===== src/rtl/pc_seq_pkg.sv =====
// Shared constants, state encoding and branch decode for the PC sequencer.
package pc_seq_pkg;

  localparam int unsigned XLEN    = 32;
  localparam int unsigned JADDR_W = 26;
  localparam int unsigned CNT_W   = 16;

  localparam logic [XLEN-1:0]  DEFAULT_RESET_PC = 32'h0000_0000;
  localparam logic [XLEN-1:0]  JUMP_REGION_MASK = 32'hF000_0000;
  localparam logic [CNT_W-1:0] CNT_MAX          = '1;

  // Branch type codes carried on bne_i
  localparam logic BR_BEQ = 1'b0;
  localparam logic BR_BNE = 1'b1;

  typedef enum logic [1:0] {
    ST_RUN      = 2'd0,
    ST_HOLD     = 2'd1,
    ST_REDIRECT = 2'd2
  } seq_state_e;

  // Resolve a conditional branch from its type and the ALU zero flag
  function automatic logic branch_taken(input logic branch, input logic bne, input logic zero);
    return branch & (((bne == BR_BEQ) & zero) | ((bne == BR_BNE) & ~zero));
  endfunction

endpackage


===== src/rtl/pc_target_calc.sv =====
// Combinational branch and jump target arithmetic.
module pc_target_calc
  import pc_seq_pkg::*;
(
  input  logic [XLEN-1:0]    br_pc4,
  input  logic [XLEN-1:0]    br_imm,
  input  logic [XLEN-1:0]    jump_pc4,
  input  logic [JADDR_W-1:0] jump_addr,
  output logic [XLEN-1:0]    br_target_c,
  output logic [XLEN-1:0]    jump_target_c
);

  // Word-scaled branch offset; the sum wraps modulo 2^32
  assign br_target_c = br_pc4 + (br_imm << 2);

  // Jump stays inside the 256 MB region of the jump's PC+4
  assign jump_target_c = (jump_pc4 & JUMP_REGION_MASK) | XLEN'({jump_addr, 2'b00});

endmodule


===== src/rtl/pc_sequencer.sv =====
// Fetch PC sequencer: branch/jump redirects, load-use hold and pipeline flush control.
module pc_sequencer
  import pc_seq_pkg::*;
#(
  parameter logic [XLEN-1:0] RESET_PC = DEFAULT_RESET_PC
) (
  input  logic               clk_i,
  input  logic               rst_i,
  input  logic               stall_i,
  input  logic               branch_i,
  input  logic               bne_i,
  input  logic               zero_i,
  input  logic [XLEN-1:0]    br_pc4_i,
  input  logic [XLEN-1:0]    br_imm_i,
  input  logic               jump_i,
  input  logic [XLEN-1:0]    jump_pc4_i,
  input  logic [JADDR_W-1:0] jump_addr_i,
  output logic [XLEN-1:0]    pc_o,
  output logic [XLEN-1:0]    pc_plus4_o,
  output logic               flush_if_id_o,
  output logic               flush_id_ex_o,
  output logic               pc_write_o,
  output logic [CNT_W-1:0]   redirect_cnt_o
);

  seq_state_e       state_q, state_d;
  logic [XLEN-1:0]  pc_q, pc_d;
  logic [CNT_W-1:0] cnt_q;
  logic [XLEN-1:0]  br_target_c, jump_target_c;
  logic             taken_c, stall_hon_c, jump_ok_c, load_c;

  pc_target_calc u_target (
    .br_pc4        (br_pc4_i),
    .br_imm        (br_imm_i),
    .jump_pc4      (jump_pc4_i),
    .jump_addr     (jump_addr_i),
    .br_target_c   (br_target_c),
    .jump_target_c (jump_target_c)
  );

  assign pc_o           = pc_q;
  assign pc_plus4_o     = pc_q + XLEN'(4);
  assign redirect_cnt_o = cnt_q;

  // Event decode, next-state, next-PC and flush/write-enable generation
  always_comb begin
    state_d       = state_q;
    pc_d          = pc_q + XLEN'(4);
    flush_if_id_o = 1'b0;
    flush_id_ex_o = 1'b0;
    pc_write_o    = 1'b1;
    load_c        = 1'b0;

    // Reset forces all events inactive so the flush/write outputs sit at idle values
    taken_c     = rst_i & branch_taken(branch_i, bne_i, zero_i);
    stall_hon_c = rst_i & ~taken_c & stall_i;
    // The slot right after a taken branch holds a wrong-path instruction: its jump is dropped
    jump_ok_c   = rst_i & jump_i & ~stall_i & ~taken_c & (state_q != ST_REDIRECT);

    if (taken_c) begin
      state_d       = ST_REDIRECT;
      pc_d          = br_target_c;
      flush_if_id_o = 1'b1;
      flush_id_ex_o = 1'b1;
      load_c        = 1'b1;
    end else if (stall_hon_c) begin
      state_d       = ST_HOLD;
      pc_d          = pc_q;
      pc_write_o    = 1'b0;
      flush_id_ex_o = 1'b1;
    end else begin
      state_d = ST_RUN;
      if (jump_ok_c) begin
        pc_d          = jump_target_c;
        flush_if_id_o = 1'b1;
        load_c        = 1'b1;
      end
    end
  end

  // State, PC and saturating redirect counter registers
  always_ff @(posedge clk_i or negedge rst_i) begin
    if (!rst_i) begin
      state_q <= ST_RUN;
      pc_q    <= RESET_PC;
      cnt_q   <= '0;
    end else begin
      state_q <= state_d;
      pc_q    <= pc_d;
      if (load_c && (cnt_q != CNT_MAX)) begin
        cnt_q <= cnt_q + CNT_W'(1);
      end
    end
  end

endmodule

===== config.mk =====
export PLATFORM = sky130hd
export DESIGN_NAME = pc_sequencer
export DESIGN_NICKNAME = d
export VERILOG_FILES = /design/src/rtl/pc_seq_pkg.sv /design/src/rtl/pc_target_calc.sv /design/src/rtl/pc_sequencer.sv
export SDC_FILE = /design/constraint.sdc
export NUM_CORES = 1
export LEC_CHECK = 0
export BUFFER_PORTS_ARGS = -buffer_cell sky130_fd_sc_hd__buf_2
export CAP_MARGIN = 0
export CELL_PAD_IN_SITES_DETAIL_PLACEMENT = 1
export CELL_PAD_IN_SITES_GLOBAL_PLACEMENT = 2
export CORE_UTILIZATION = 23
export DETAILED_ROUTE_END_ITERATION = 10
export GPL_TIMING_DRIVEN = 0
export HOLD_SLACK_MARGIN = 0.03
export PLACE_DENSITY_LB_ADDON = 0.1
export SLEW_MARGIN = 20
export SYNTH_ARGS = -nofsm -noshare
export SYNTH_HDL_FRONTEND = slang
export SYNTH_SLANG_ARGS = --single-unit

===== constraint.sdc =====
create_clock -name clk_i -period 2.31 [get_ports clk_i]
set_input_delay 0.3465 -clock clk_i [delete_from_list [all_inputs] [get_ports clk_i]]
set_output_delay 0.3465 -clock clk_i [all_outputs]
set_load 0.01 [all_outputs]

==> results.toml, run 1 <==
[outcome]
outcome = "finished, violations left"
failed_checks = "setup timing"

[flow_run]
cap_viol_max_count = 0

[global_route]
grt_max_degree = 51
grt_usage_pct = 19.8
grt_overflow_total = 0
antenna_found_initial = 0
first_global_vias = 5404
grt_pass1_wl_um = 31000

[synthesis]
yosys.area.top_type_share_pct = 27.2
yosysUniqueCellTypes = 62
ys.flop_type = "dfrtp_1"
yosysWarnings = 0
synth_nets = 738
netlist_top_cells_area = "dfrtp_1 27%, xnor2_1 9.5%, ha_1 8.4%"
syn-cell-area_mm2 = 0.00460
synth_commonest_cells = "60 x nand2_1, 60 x nor2_1, 53 x a21oi_1, 50 x dfrtp_1, 50 x xnor2_1"
synth_top_cell_by_area = "dfrtp_1"
ys_ff_latch = 50
syn_avg_cell_area_um2 = 7.98
syn-instance-count = 577
yosysSeqAreaShare_pct = 27.2
synthArstFlopShare_pct = 100
synth-edff-count = 0

[routing]
dr.first_iter.drc_count = 179
via_count = 5299
wl_um = 20500
via_per_inst = 4.94
first_pass_iters = 4
wire_per_inst_um = 19.1
ant_nets = 0
drc = 0

[finish]
layout-drive-gt1-share_pct = 45.0
nets = 968
fin_area_mm2 = 0.00713
diodes = 0
syn_to_final_growth_pct = 54.9

[placement]
place.detailed.hpwl_um = 15800
postPlaceCellArea_mm2 = 0.00600
io_buffers = 181
place_congestion = 0.828

[timing]
rsz0062_at_grt = "yes"
hold_viol = 0
fin_crit_ns = 2.50
whs_ns = 0.0502
worst_slew_pin_slew_ns = 0.713
tns_ns = -1.73
slew_headroom_pct = 52.5
fmax_mhz = 400
period_share_pct = 108
setup_viol = 17
maxSlewViolCount = 0
clock_skew_ns = 0.00493
setup_ws_ns = -0.191

[worst_setup_path]
required_ns = 1.96
r2r_slack_ns = -0.01
end_kind = "primary output"
path_max_fanout = 5
r2r-start = "pc_o[13]$_DFFE_PN0N_"
worst-endpoint-arrival_ns = 2.15
slowest_delay_ns = 0.42
timing_worst_setup_path_type = "flop to primary output"
worstRegToRegCells = 10
rr_endpoint = "pc_o[25]$_DFFE_PN0N_"
critPathSlowestCell = "dfrtp_2"
crit_chain = "ha_4, and4_4, and3_4, and3b_2, nand4_1, xnor2_1, buf_2"
cp-start-kind = "flop"

[die]
die_w_um = 143
core_area_mm2 = 0.0195
start_util_pct = 23.6
die_h_um = 143
dieArea_mm2 = 0.0206
ioPinCount = 212
row_count = 51

[cts]
clock_sinks = 50
cts_max_path_buffers = 2
clk_pin_slew_worst_paths_ns = 0.07
cts_max_level = 2
clk_latency_ns = 0.29
root_buffer = "clkbuf_16"
cts_tree = "yes"
numCtsBuffers = 5

[power]
peakVddDrop_v = 0.000320
total_leakage_power_nw = 3.21
cellPowerDensity_mw_per_mm2 = 732

[hold_path]
hold_path.class = "input port to asynchronous set/reset pin"
-- how the worst max path moves through the flow --
| stage | startpoint | end | slack (ns) | depth (start not counted) |
|---|---|---|---|---|
| finish | pc_o[2]$_DFFE_PN0N_ | pc_plus4_o[28] | -0.19 | 7 |
| global route | pc_o[13]$_DFFE_PN0N_ | pc_plus4_o[28] | -0.28 | 6 |
| CTS | pc_o[2]$_DFFE_PN0N_ | pc_plus4_o[23] | -0.27 | 8 |
| detailed placement | rst_i | pc_o[21]$_DFFE_PN0N_ | -0.79 | 6 |
| global placement | rst_i | flush_id_ex_o | -1.31 | 5 |
| floorplan | br_pc4_i[2] | pc_o[24]$_DFFE_PN0N_ | -0.12 | 10 |
-- repair_timing --
item / 4_1_cts / 5_1_grt
endpoints found under the hold margin: 50 / 0
hold buffers: 1 / 0
endpoints found under the setup margin: 65 / 44
setup buffers: 27 / 21
gates resized for setup: 91 / 53
pin swaps: 38 / 36
-- cell type report --
cell class / instances / area, um^2
Buffer: 22 / 114
Clock buffer: 6 / 139
Clock inverter: 2 / 12.5
Fill cell: 2406 / 12400
Inverter: 11 / 42.5
Multi-Input combinational cell: 488 / 3890
Sequential cell: 50 / 1260
Tap cell: 265 / 332
Timing Repair Buffer: 229 / 1340
-- registers in the layout (all words and copies together), names as in the netlist --
| register | count |
|---|---|
| pc_o | 32 |
| redirect_cnt_o | 16 |
| state_q | 2 |
-- cells in the final DEF (no fill, tap or decap), types with 10 or more instances in the layout --
| master | instances |
|---|---|
| xor2_1 | 18 |
| a21oi_1 | 47 |
| xnor2_2 | 14 |
| buf_2 | 180 |
| ha_4 | 11 |
| buf_4 | 43 |
| xnor2_1 | 33 |
| o21ai_0 | 36 |
| nor2_1 | 56 |
| nand3_1 | 18 |
| nand4_1 | 12 |
| dfrtp_2 | 10 |
| dfrtp_1 | 40 |
| nand2_1 | 51 |
| ha_1 | 16 |
-- report_power, final --
group	total [W]	leakage, nW	internal, W	switching (W)
combinational	0.00289	2.53	0.00136	0.00153
clock	0.000790	0.0729	0.000431	0.000359
sequential	0.00154	0.607	0.00113	0.000410
-- metal layers --
metal	vias up	track usage, %	part of all wire, %	routed length (um)
met4	0	3.08	0.89	182
met3	12	1.70	3.3	675
li1	2564	-	-	-
met5	-	0	0	0
met1	2599	27.0	47	9600
met2	124	34.5	49	10100
-- cells by family (layout without fill, tap and decap cells) --
| kind of cell | Yosys count | after routing | share of synthesized area [%] |
|---|---|---|---|
| xor+xnor | 69 | 69 | 13.1 |
| compound gates | 167 | 167 | 22.9 |
| fa+ha+maj | 32 | 32 | 8.86 |
| mux | 8 | 8 | 1.77 |
| simple gates | 212 | 212 | 22.8 |
| buf+inv | 39 | 270 | 3.40 |
| flops | 50 | 50 | 27.2 |
-- through the flow --
stage               utilization, %  setup slack, ns  power (W)  instances
floorplan                        -           -0.117    0.00282        577
global placement              30.7            -1.31    0.00386       1023
detailed placement            30.7           -0.793    0.00392       1023
CTS                           34.8           -0.266    0.00503       1055
global route                  36.5           -0.276    0.00558       1073
finish                        36.5           -0.191    0.00522       1073
-- worst max-delay path, delay by kind of cell (launching register included) --
family,cells,cell delay (ns)
simple gates,4,0.88
flops,1,0.42
buf+inv,1,0.17
fa+ha+maj,1,0.15
xor+xnor,1,0.24
(Power assumes the default switching activity.)
==> run 2: changes to the inputs <==
--- a/config.mk
+++ b/config.mk
@@ -7,12 +7,13 @@
 export LEC_CHECK = 0
 export BUFFER_PORTS_ARGS = -buffer_cell sky130_fd_sc_hd__buf_2
 export CAP_MARGIN = 0
-export CELL_PAD_IN_SITES_DETAIL_PLACEMENT = 1
-export CELL_PAD_IN_SITES_GLOBAL_PLACEMENT = 2
-export CORE_UTILIZATION = 23
+export CELL_PAD_IN_SITES_DETAIL_PLACEMENT = 0
+export CELL_PAD_IN_SITES_GLOBAL_PLACEMENT = 1
+export CORE_UTILIZATION = 36
 export DETAILED_ROUTE_END_ITERATION = 10
 export GPL_TIMING_DRIVEN = 0
 export HOLD_SLACK_MARGIN = 0.03
+export MAX_ROUTING_LAYER = met4
 export PLACE_DENSITY_LB_ADDON = 0.1
 export SLEW_MARGIN = 20
 export SYNTH_ARGS = -nofsm -noshare
==> constraint.sdc (replaced) <==
create_clock -name clk_i -period 2.9 [get_ports clk_i]
set_input_delay 0.435 -clock clk_i [delete_from_list [all_inputs] [get_ports clk_i]]
set_output_delay 0.435 -clock clk_i [all_outputs]
set_load 0.01 [all_outputs]
==> results.toml, run 2 (synthesis gave the netlist of run 1 again) <==
[outcome]
outcome = "finished, final reports clean"

[placement]
place_congestion = 0.921
place.detailed.hpwl_um = 12700
io_buffers = 181
pre_cts_ws_ns = -0.524
placed_cells_incl_taps = 926

[global_route]
grt_usage_pct = 25.0
first_global_vias = 4711
grt_max_degree = 56
antenna_found_initial = 0
grt_overflow_total = 0
grt_busiest_layer = "met2"
grt_use_met2_pct = 39.5
grt_pass1_wl_um = 24700
grt_use_met1_pct = 34.1
grt_use_met3_pct = 2.64

[routing]
first_pass_iters = 5
via_count = 5077
dr.first_iter.drc_count = 367
wl_um = 16100
via_per_inst = 5.35
wire_per_inst_um = 17.0
ant_nets = 0
drc = 0

[power]
power_w = 0.00372
cellPowerDensity_mw_per_mm2 = 613
peakVddDrop_v = 0.000234
total_leakage_power_nw = 2.85

[finish]
nets = 941
fin_cells = 949
diodes = 0
most-common-layout-cells = "182 x buf_2, 59 x nand2_1, 58 x nor2_1, 52 x a21oi_1"
largest_reg_flops = 32
n_fill_cell = 1297
layout_commonest_cell = "buf_2"
syn_to_final_growth_pct = 31.7
layout-drive-gt1-share_pct = 30.3
final_core_util_pct = 49.7

[worst_setup_path]
critPathTopFamily = "simple AND/OR/NAND/NOR gates"
worst-endpoint-arrival_ns = 3.01
end_kind = "flop"
critPathSlowestCell = "nor4b_2"
startpoint = "br_pc4_i[2]"
path_max_fanout = 3
timing_worst_setup_path_type = "input port to flop"
cp-start-kind = "input port"
required_ns = 3.08
path_buf_inv = 1
crit_chain = "buf_2, ha_1, fa_2, a21oi_2, nor2_1, nor4b_2, o21bai_1, a41oi_2, o21ai_0, nor4b_1, or3_1"
slowest_delay_ns = 0.38
r2r-start = "pc_o[2]$_DFFE_PN0N_"

[cts]
clock_sinks = 50
cts_max_path_buffers = 2
clk_latency_ns = 0.30
cts_max_level = 2
ctsHoldBuffers = 0
numCtsBuffers = 5
clk_pin_slew_worst_paths_ns = 0.07
root_buffer = "clkbuf_16"
cts_tree = "yes"

[die]
row_count = 40
die_h_um = 115
ioPinCount = 212
die_w_um = 115
start_util_pct = 37.7
dieArea_mm2 = 0.0132
core_area_mm2 = 0.0122

[timing]
slew_headroom_pct = 49.5
clock_skew_ns = 0.00392
maxSlewViolCount = 0
worst_slew_pin_slew_ns = 0.751
fin_crit_ns = 2.83
hold_viol = 0
fmax_mhz = 354
setup_ws_ns = 0.0722
tns_ns = 0
period_share_pct = 97.5
setup_viol = 0

[flow_run]
cap_viol_max_count = 0

[hold_path]
hold_path.class = "input port to asynchronous set/reset pin"
==> run 2: worst paths after layout <==
path	cells after the start	slack, ns	to
worst max register to register	10	0.46	pc_o[28]$_DFFE_PN0N_
worst min register to register	1	0.49	redirect_cnt_o[10]$_DFFE_PN0P_
worst min-delay path	1	0.08	pc_o[9]$_DFFE_PN0N_
worst max-delay path	11	0.07	pc_o[24]$_DFFE_PN0N_
max in group asynchronous	1	2.44	redirect_cnt_o[12]$_DFFE_PN0P_
min in group clk_i	2	0.37	pc_o[1]$_DFFE_PN0P_
==> run 2: through the flow <==
stage	cell area, um^2	hold slack [ns]
finish	6060	0.0835
global route	6060	0.121
CTS	5930	0.104
detailed placement	5720	0.483
global placement	5720	0.470
floorplan	4600	0.139
==> run 2: report_power, final <==
part           internal (W)  total [W]  switching [W]
Sequential         0.000887    0.00117       0.000283
Clock              0.000407   0.000685       0.000278
Combinational      0.000832    0.00186        0.00103
Total               0.00213    0.00372        0.00159
==> run 2: timing repair <==
| action | 4_1_cts | 5_1_grt |
|---|---|---|
| pin swaps | 0 | 8 |
| endpoints found under the setup margin | 13 | 8 |
| gates resized for setup | 10 | 7 |
| setup buffers | 2 | 15 |
| gates cloned | 0 | 0 |
==> run 2: area by class of cell <==
class / count / area (um^2) / area share [%]
Clock buffer: 5 / 125 / 2.06
Clock inverter: 3 / 45.0 / 0.743
Sequential cell: 50 / 1250 / 20.6
Buffer: 26 / 109 / 1.79
Inverter: 11 / 41.3 / 0.681
Multi-Input combinational cell: 488 / 3240 / 53.5
Timing Repair Buffer: 198 / 1040 / 17.1
Tap cell: 168 / 210 / 3.47
==> run 2: metal layers <==
layer,wire (um),up-vias
li1,-,2507
met2,7370,173
met3,826,16
met1,7710,2381
met5,0,-
met4,228,0
==> run 3: changes to the inputs <==
--- a/config.mk
+++ b/config.mk
@@ -14,7 +14,7 @@
 export GPL_TIMING_DRIVEN = 0
 export HOLD_SLACK_MARGIN = 0.03
 export MAX_ROUTING_LAYER = met4
-export PLACE_DENSITY_LB_ADDON = 0.1
+export PLACE_DENSITY = 0.85
 export SLEW_MARGIN = 20
 export SYNTH_ARGS = -nofsm -noshare
 export SYNTH_HDL_FRONTEND = slang
==> results.toml, run 3 (synthesis gave the netlist of run 1 again) <==
[outcome]
outcome = "finished, final reports clean"

[finish]
largest_reg_flops = 32
syn_to_final_growth_pct = 29.6
most-common-layout-cells = "182 x buf_2, 59 x nand2_1, 58 x nor2_1, 52 x a21oi_1, 50 x xnor2_1"
layout_commonest_cell = "buf_2"
diodes = 0
nets = 927
layout-drive-gt1-share_pct = 29.3

[global_route]
grt_usage_pct = 24.7
grt_use_met2_pct = 39.4
grt_pass1_wl_um = 24800
grt_overflow_total = 0
grt_max_degree = 56
first_global_vias = 4693
grt_busiest_layer = "met2"
antenna_found_initial = 0
grt_use_met1_pct = 33.9
grt_use_met3_pct = 3.32

[die]
core_area_mm2 = 0.0122
row_count = 40
die_h_um = 115
ioPinCount = 212
dieArea_mm2 = 0.0132
die_w_um = 115
start_util_pct = 37.7

[worst_setup_path]
endpoint = "pc_plus4_o[29]"
cp-start-kind = "flop"
r2r_slack_ns = 0.45
startpoint = "pc_o[9]$_DFFE_PN0N_"
worstRegToRegCells = 7
timing_worst_setup_path_type = "flop to primary output"
worst-endpoint-arrival_ns = 2.37
rr_endpoint = "pc_o[27]$_DFFE_PN0N_"
r2r-start = "state_q[1]$_DFF_PN0_"
path_max_fanout = 7
required_ns = 2.47
end_kind = "primary output"

[placement]
place_congestion = 0.859
pre_cts_ws_ns = -0.565
io_buffers = 181
place.detailed.hpwl_um = 12700

[cts]
cts_max_level = 2
cts_max_path_buffers = 2
root_buffer = "clkbuf_16"
cts_tree = "yes"
numCtsBuffers = 5
clock_sinks = 50
ctsHoldBuffers = 0
clk_pin_slew_worst_paths_ns = 0.07
clk_latency_ns = 0.29

[timing]
worst_slew_pin_slew_ns = 0.677
setup_viol = 0
rsz0062_at_grt = "yes"
setup_ws_ns = 0.0965
period_share_pct = 96.7
slew_headroom_pct = 54.8
hold_viol = 0
whs_ns = 0.0911
fmax_mhz = 357
tns_ns = 0
fin_crit_ns = 2.80
clock_skew_ns = 0.00481
maxSlewViolCount = 0

[hold_path]
hold_path.class = "input port to asynchronous set/reset pin"

[routing]
ant_nets = 0
first_pass_iters = 8
dr.first_iter.drc_count = 394
via_count = 5140
via_per_inst = 5.50
wl_um = 16100
wire_per_inst_um = 17.2
drc = 0

[power]
p_int_w = 0.00204
pwr-share-seq_pct = 32.9
total_leakage_power_nw = 2.78
cellPowerDensity_mw_per_mm2 = 607
p_sw_w = 0.00158
switching_share_pct = 43.7
combinationalPowerShare_pct = 50.6
peakVddDrop_v = 0.000240
clkPwrFrac_pct = 16.5

[flow_run]
cap_viol_max_count = 0
==> run 3: power by group through the flow <==
| stage | Sequential [W] | Combinational, W | Clock, W |
|---|---|---|---|
| final | 0.00119 | 0.00183 | 0.000597 |
| after floorplan | 0.00121 | 0.00100 | 0 |
| after CTS | 0.00118 | 0.00181 | 0.000610 |
| after global routing | 0.00122 | 0.00200 | 0.000651 |
| after global placement | 0.00119 | 0.00178 | 0 |
| after detailed placement | 0.00120 | 0.00179 | 0 |
==> run 3: worst min-delay path by stage <==
| stage | end | from | cells after the start |
|---|---|---|---|
| finish | redirect_cnt_o[0]$_DFFE_PN0P_ | rst_i | 1 |
| global route | pc_o[4]$_DFFE_PN0N_ | rst_i | 1 |
| CTS | redirect_cnt_o[0]$_DFFE_PN0P_ | rst_i | 1 |
| detailed placement | redirect_cnt_o[10]$_DFFE_PN0P_ | redirect_cnt_o[10]$_DFFE_PN0P_ | 1 |
| global placement | redirect_cnt_o[8]$_DFFE_PN0P_ | redirect_cnt_o[8]$_DFFE_PN0P_ | 1 |
| floorplan | pc_o[0]$_DFFE_PN0P_ | rst_i | 0 |
==> run 3: stage by stage <==
stage                     util [%]  area [um^2]  power (W)  instances
after detailed placement      46.9         5720    0.00298        926
after global routing          48.9         5970    0.00387        935
after CTS                     48.3         5900    0.00360        933
after floorplan                  -         4600    0.00222        577
after global placement        46.8         5720    0.00297        926
final                         48.9         5970    0.00362        935
==> run 3: cell type report <==
| cell class | count | area [um^2] |
|---|---|---|
| Buffer | 26 | 109 |
| Clock buffer | 6 | 139 |
| Clock inverter | 2 | 12.5 |
| Fill cell | 1282 | 6250 |
| Inverter | 11 | 41.3 |
| Multi-Input combinational cell | 488 | 3260 |
| Sequential cell | 50 | 1250 |
| Tap cell | 168 | 210 |
| Timing Repair Buffer | 184 | 935 |
==> run 3: timing repair <==
item	4_1_cts	5_1_grt
setup buffers	1	2
pin swaps	2	2
setup endpoints to repair	12	8
gates resized for setup	9	14
==> run 3: critical path: stages (launching register included) <==
cell	delay, ns
dfrtp_1	0.44
and4_1	0.27
nor4b_4	0.37
and3b_2	0.31
nand3_2	0.20
nor2_1	0.18
xnor2_1	0.15
buf_2	0.16
==> run 3: layer usage <==
metal / wire length (um) / share of wire (%)
met5: 0 / 0
met2: 7550 / 47
met4: 140 / 0.87
met1: 7460 / 46
met3: 958 / 5.9
